$ cat src/rtl/cache_line_refill.sv
// cache_line_refill: accepts one read miss, bursts the line from memory into the cache array
// and forwards the missed word to the requester the cycle after it arrives.
module cache_line_refill #(
    parameter int ADDRESS_WIDTH = 32,
    parameter int DATA_WIDTH    = 32,
    parameter int TAG_WIDTH     = 18,
    parameter int SET_WIDTH     = 8,
    parameter int OFFSET_WIDTH  = 6
) (
    input  logic                      clk,
    input  logic                      rst,
    input  logic                      miss_valid,
    input  logic [ADDRESS_WIDTH-1:0]  miss_addr,
    output logic                      miss_ready,
    output logic                      mem_req,
    output logic [ADDRESS_WIDTH-1:0]  mem_addr,
    input  logic                      mem_gnt,
    input  logic                      mem_rvalid,
    input  logic [DATA_WIDTH-1:0]     mem_rdata,
    output logic                      fill_we,
    output logic [SET_WIDTH-1:0]      fill_set,
    output logic [TAG_WIDTH-1:0]      fill_tag,
    output logic [OFFSET_WIDTH-3:0]   fill_word,
    output logic [DATA_WIDTH-1:0]     fill_data,
    output logic                      fill_done,
    output logic                      data_ready,
    output logic [DATA_WIDTH-1:0]     data_out
);
    localparam int WORD_WIDTH = OFFSET_WIDTH - 2;

    typedef enum logic [1:0] {IDLE, REQ, FILL, DONE} state_t;

    state_t                      state_q, state_d;
    logic [ADDRESS_WIDTH-1:2]    addr_q, addr_d;
    logic [WORD_WIDTH-1:0]       cnt_q, cnt_d;
    logic                        miss_ready_q, miss_ready_d;
    logic                        mem_req_q, mem_req_d;
    logic                        fill_we_q, fill_we_d;
    logic [WORD_WIDTH-1:0]       fill_word_q, fill_word_d;
    logic [DATA_WIDTH-1:0]       fill_data_q, fill_data_d;
    logic                        fill_done_q, fill_done_d;
    logic                        data_ready_q, data_ready_d;
    logic [DATA_WIDTH-1:0]       data_out_q, data_out_d;
    logic [WORD_WIDTH-1:0]       crit_word;
    logic                        unused_byte_sel;

    // byte-within-word bits never matter for a word-granular refill
    assign unused_byte_sel = ^miss_addr[1:0];
    assign crit_word  = addr_q[OFFSET_WIDTH-1:2];
    assign miss_ready = miss_ready_q;
    assign mem_req    = mem_req_q;
    assign mem_addr   = {addr_q[ADDRESS_WIDTH-1:OFFSET_WIDTH], {OFFSET_WIDTH{1'b0}}};
    assign fill_set   = addr_q[OFFSET_WIDTH+SET_WIDTH-1:OFFSET_WIDTH];
    assign fill_tag   = addr_q[ADDRESS_WIDTH-1:ADDRESS_WIDTH-TAG_WIDTH];
    assign fill_we    = fill_we_q;
    assign fill_word  = fill_word_q;
    assign fill_data  = fill_data_q;
    assign fill_done  = fill_done_q;
    assign data_ready = data_ready_q;
    assign data_out   = data_out_q;

    always_comb begin
        state_d      = state_q;
        addr_d       = addr_q;
        cnt_d        = cnt_q;
        fill_word_d  = fill_word_q;
        fill_data_d  = fill_data_q;
        data_out_d   = data_out_q;
        fill_we_d    = 1'b0;
        fill_done_d  = 1'b0;
        data_ready_d = 1'b0;
        case (state_q)
            IDLE: if (miss_valid && miss_ready_q) begin
                state_d = REQ;
                addr_d  = miss_addr[ADDRESS_WIDTH-1:2];
                cnt_d   = '0;
            end
            REQ: state_d = mem_gnt ? FILL : REQ;
            FILL: if (mem_rvalid) begin
                fill_we_d    = 1'b1;
                fill_word_d  = cnt_q;
                fill_data_d  = mem_rdata;
                cnt_d        = cnt_q + WORD_WIDTH'(1);
                data_ready_d = cnt_q == crit_word;
                data_out_d   = (cnt_q == crit_word) ? mem_rdata : data_out_q;
                fill_done_d  = &cnt_q;
                state_d      = (&cnt_q) ? DONE : FILL;
            end
            default: state_d = IDLE;
        endcase
        mem_req_d    = state_d == REQ;
        miss_ready_d = state_d == IDLE;
    end

    always_ff @(posedge clk or posedge rst) begin
        if (rst) begin
            state_q      <= IDLE;
            addr_q       <= '0;
            cnt_q        <= '0;
            miss_ready_q <= 1'b0;
            mem_req_q    <= 1'b0;
            fill_we_q    <= 1'b0;
            fill_word_q  <= '0;
            fill_data_q  <= '0;
            fill_done_q  <= 1'b0;
            data_ready_q <= 1'b0;
            data_out_q   <= '0;
        end else begin
            state_q      <= state_d;
            addr_q       <= addr_d;
            cnt_q        <= cnt_d;
            miss_ready_q <= miss_ready_d;
            mem_req_q    <= mem_req_d;
            fill_we_q    <= fill_we_d;
            fill_word_q  <= fill_word_d;
            fill_data_q  <= fill_data_d;
            fill_done_q  <= fill_done_d;
            data_ready_q <= data_ready_d;
            data_out_q   <= data_out_d;
        end
    end
endmodule

$ cat config.mk
export PLATFORM = sky130hd
export DESIGN_NAME = cache_line_refill
export DESIGN_NICKNAME = d
export VERILOG_FILES = /design/src/rtl/cache_line_refill.sv
export SDC_FILE = /design/constraint.sdc
export NUM_CORES = 1
export LEC_CHECK = 0
export BUFFER_PORTS_ARGS = -buffer_cell sky130_fd_sc_hd__buf_2
export CAP_MARGIN = 20
export CELL_PAD_IN_SITES_DETAIL_PLACEMENT = 0
export CELL_PAD_IN_SITES_GLOBAL_PLACEMENT = 2
export CORE_ASPECT_RATIO = 1.25
export CORE_MARGIN = 3
export CORE_UTILIZATION = 31
export CTS_CLUSTER_DIAMETER = 50
export DETAILED_ROUTE_END_ITERATION = 8
export PLACE_DENSITY = 0.84
export SLEW_MARGIN = 20
export SYNTH_ARGS = -nofsm -noshare
export SYNTH_HDL_FRONTEND = slang
export SYNTH_SLANG_ARGS = --single-unit
$ cat constraint.sdc
create_clock -name clk -period 8.6 [get_ports clk]
set_input_delay 0.43 -clock clk [delete_from_list [all_inputs] [get_ports clk]]
set_output_delay 0.43 -clock clk [all_outputs]
set_load 0.01 [all_outputs]
; ---- After elaboration in Yosys (flattened, before gate mapping)
; Index checks and enable logic that the tools add are counted.
[totals]
output_inout_bits = 131
regBits = 109
word_cells = 41
[classes]
reduce_logical = 9
muxes = 14
add_sub_neg = 1
eq_ne = 6
[op_table]
columns = cell, n
row1 = $mux 4, 2
row2 = $pmux 4 s2, 1
row3 = $mux 1, 7
row4 = $mux 2, 3
row5 = $pmux 2 s3, 1
row6 = $reduce_and 3->1, 2
row7 = $add 4x1->4 const B, 1
row8 = $eq 2x1->1 const B, 2
row9 = $eq 4x4->1, 1
row10 = $logic_not 2->1, 2
row11 = $ne 2x2->1 const B, 2
row12 = $reduce_and 2->1, 2
row13 = $reduce_and 4->1, 1
row14 = $eq 2x2->1 const B, 1
row15 = $reduce_bool 2->1, 1
row16 = $logic_and 1x1->1, 1

; ---- Longest topological paths before layout
[depth]
ltp_word = 5
mapped_depth = 7

; ---- Least setup slack after synthesis
; OpenSTA, ideal clock, no wires.
[synth_path]
path_type = reg-to-reg
from = reg state_q[0]
to = reg data_out_q[0] (netlist: data_out[0])
period_less_slack_ns = 1.802
setup_slack_ns = 6.798
stages_incl_launch_ff = 6
setup_ns = 0.125
required_time_ns = 8.475
arrival_ns = 1.677
path_cell_list = dfrtp_1 and2b_1 nand2_2 nor4_4 buf_6 mux2_2
[synth_between]
elab_chain_len = 2
[synth_rtl]
columns = element, line_no
row1 = start: declaration, 33  ; state_t state_q, state_d;
row2 = start signal: assignment, 109  ; state_q <= state_d;
row3 = $eq 2x2->1, 72  ; case (state_q)
row4 = $reduce_and 3->1 (no source line), --
row5 = end signal: assignment, 119  ; data_out_q <= data_out_d;
row6 = end: declaration, 43  ; logic [DATA_WIDTH-1:0] data_out_q, data_out_d;
; Every way passes these cells.
; A chain may end at the register's enable or synchronous reset.

; ---- Final worst setup path
[layout_path]
from = reg state_q[0]
to = reg data_out_q[24] (netlist: data_out[24])
; The elaborated chain is that of the path after synthesis.

==> results.toml <==
[global_route]
grt_pass1_wl_mm = 15.9
grt_usage_pct = 12.2
gr-total-overflow = 0
antenna_found_initial = 0
grt_max_degree = 72
first_global_vias = 3219

[run]
maxCapViolCount = 0

[sta]
hold_viol_final = 0
finalCriticalPeriod_ns = 2.97
rsz0062_at_grt = "no"
fin_skew_ns = 0.00642
tightest_slew_ns = 0.899
fin_setup_tns_ns = 0
slew_headroom_pct = 40.1
min_period_over_period_pct = 34.6
maxSlewViolCount = 0
setup_viol = 0
max_clock_freq_mhz = 336

[power]
pwr-share-comb_pct = 39.8
max-vdd-ir-drop_uv = 134
leakage_nw = 2.94
seq_power_share_pct = 42.4
pwr-share-clk_pct = 17.8
intPower_w = 0.00137
swShare_pct = 35.6
p_per_area_nw_per_um2 = 380
p_sw_w = 0.000755

[synthesis]
synth-seq-cells = 109
synth_async_sr_flop_share_pct = 100
synthCells = 387
yosysSeqAreaShare_pct = 59.5
yosysTopAreaCell = "dfrtp_1"
synth_edf_count = 0
synthFlopType = "dfrtp_1"
syn_area_per_cell_um2 = 11.8
synth_top_area_share_pct = 59.5
synth_area_um2 = 4580
ys_warn_count = 0
netlist-cell-type-count = 28
synth_area_leaders = "dfrtp_1 (59%), mux2_2 (15%), buf_4 (9.5%)"

[place]
port_buffers = 191
post-place-cells = 693
place_congestion = 0.736
hpwl_mm = 7.08

[worst_setup_path]
path_class = "reg -> reg"
end_kind = "flip-flop"
path_max_fanout = 40
worstPathArrival_ns = 3.19
cp-start-kind = "flip-flop"
critPathRequiredTime_ns = 8.82
reg2reg_depth = 5

[floorplanning]
core.rowCount = 49
fp.coreArea_um2 = 14400
ios = 200
fp.dieW_um = 115
die-height_um = 142
die_area_um2 = 16300
start_util_pct = 31.8

[final_layout]
fill_cells = 1427
final_common_cell = "buf_2"
layout_common_cells = "buf_2 (191), nand2_1 (113), dfrtp_1 (109)"
drive_gt1_share_pct = 51.5
area_growth_pct = 21.7
nets = 596
diodes = 0
final_cells = 708

[clocking]
cts_tree = "done"
clk_latency_ns = 0.34
cts_hold_buffers = 0
cts_resized = 0
clockBufferDepth = 2
cts_buffers = 9
htreeDepth = 3
root_buffer = "clkbuf_16"
path_clk_slew_ns = 0.07
post-cts-setup-buffers = 0
numClockSinks = 109

[run_status]
status = "completed"

[detailed_routing]
drc = 0
detail_route.wl_per_cell_um = 13.8
drt_wl_total_mm = 9.80
drtPass1Iterations = 4
drtIter0Drc = 68
detail-route-antenna-nets = 0
routed-via-count = 3105
vias_per_cell = 4.39

[worst_hold_path]
hp-class = "in -> async"
==> synth_stat cells (2+ instances only) <==
library cell and instances:
buf_6 3, nor2_1 3, xnor2_1 3, nand3b_1 2, mux2_1 2, a22o_1 2, buf_2 3, clkbuf_1 9
buf_4 58, inv_1 2, dfrtp_1 109, nand2b_1 2, nand2_1 113, mux2_2 60, xor2_1 2, nor3_1 2
==> flip-flops by register name (all words and copies together) (netlist names), 2 cells and up <==
register   flops
data_out      32
fill_data     32
cnt_q          4
addr_q        30
fill_word      4
state_q        2
==> power by group through the flow <==
stage                     sequential, W  clock [W]  combinational [W]
final                          0.000900   0.000377           0.000844
after global routing           0.000942   0.000414           0.000936
after CTS                      0.000905   0.000396           0.000867
after detailed placement       0.000910          0           0.000867
after global placement         0.000895          0           0.000855
after floorplan                0.000972          0           0.000586
==> cell type report <==
type / count / area [µm²] / area share, %
sequential: 109 / 2730 / 48.9
multi-input combinational: 208 / 1360 / 24.4
timing repair buffer: 196 / 997 / 17.9
clock buffer: 13 / 250 / 4.49
tap: 178 / 223 / 3.99
clock inverter: 2 / 10.0 / 0.179
inverter: 2 / 10.0 / 0.179
==> logic make-up after synthesis <==
logic type      Yosys count  synth area share [%]
flops                   109                  59.5
xor+xnor                  5                 0.955
simple gates            128                  11.5
fa+ha+maj                 1                 0.273
buf+inv                  75                  11.5
other cells               1                0.0818
mux                      63                  15.4
compound gates            5                 0.819
==> worst max-delay path, cell delays in order, from the launching register on <==
cell and delay [ns]:
dfrtp_1 0.45, and2b_1 0.27, nand2_2 0.50, nor4_4 0.87
buf_4 0.38, mux2_2 0.37
==> metal layers <==
layer	routed length, µm	up-vias	GRT usage [%]
met5	0	-	0
met4	83	0	3.71
li1	-	1454	-
met2	5050	113	21.5
met3	869	5	4.25
met1	3790	1533	13.9
==> through the flow <==
stage               hold WS [ns]  setup slack [ns]  utilization [%]  area, µm²  total power [W]
global placement           0.455              5.19             36.8       5300          0.00175
finish                     0.119              5.63             38.7       5580          0.00212
global route               0.146              5.39             38.7       5580          0.00229
floorplan                  0.474              5.30                -       4600          0.00156
detailed placement         0.458              5.58             36.9       5310          0.00178
CTS                        0.124              5.55             38.7       5570          0.00217
==> path summary, 6_finish.rpt <==
check	start	end	slack, ns
worst min register to register	fill_data[0]	fill_data[0]	0.47
max in group asynchronous	rst	addr_q[16]	7.19
worst max-delay path	state_q[0]	data_out[24]	5.63
worst min-delay path	rst	fill_we	0.12
min in group clk	mem_rdata[14]	fill_data[14]	0.29
worst max register to register	state_q[0]	data_out[24]	5.63
Power figures use the tool's default switching activity.
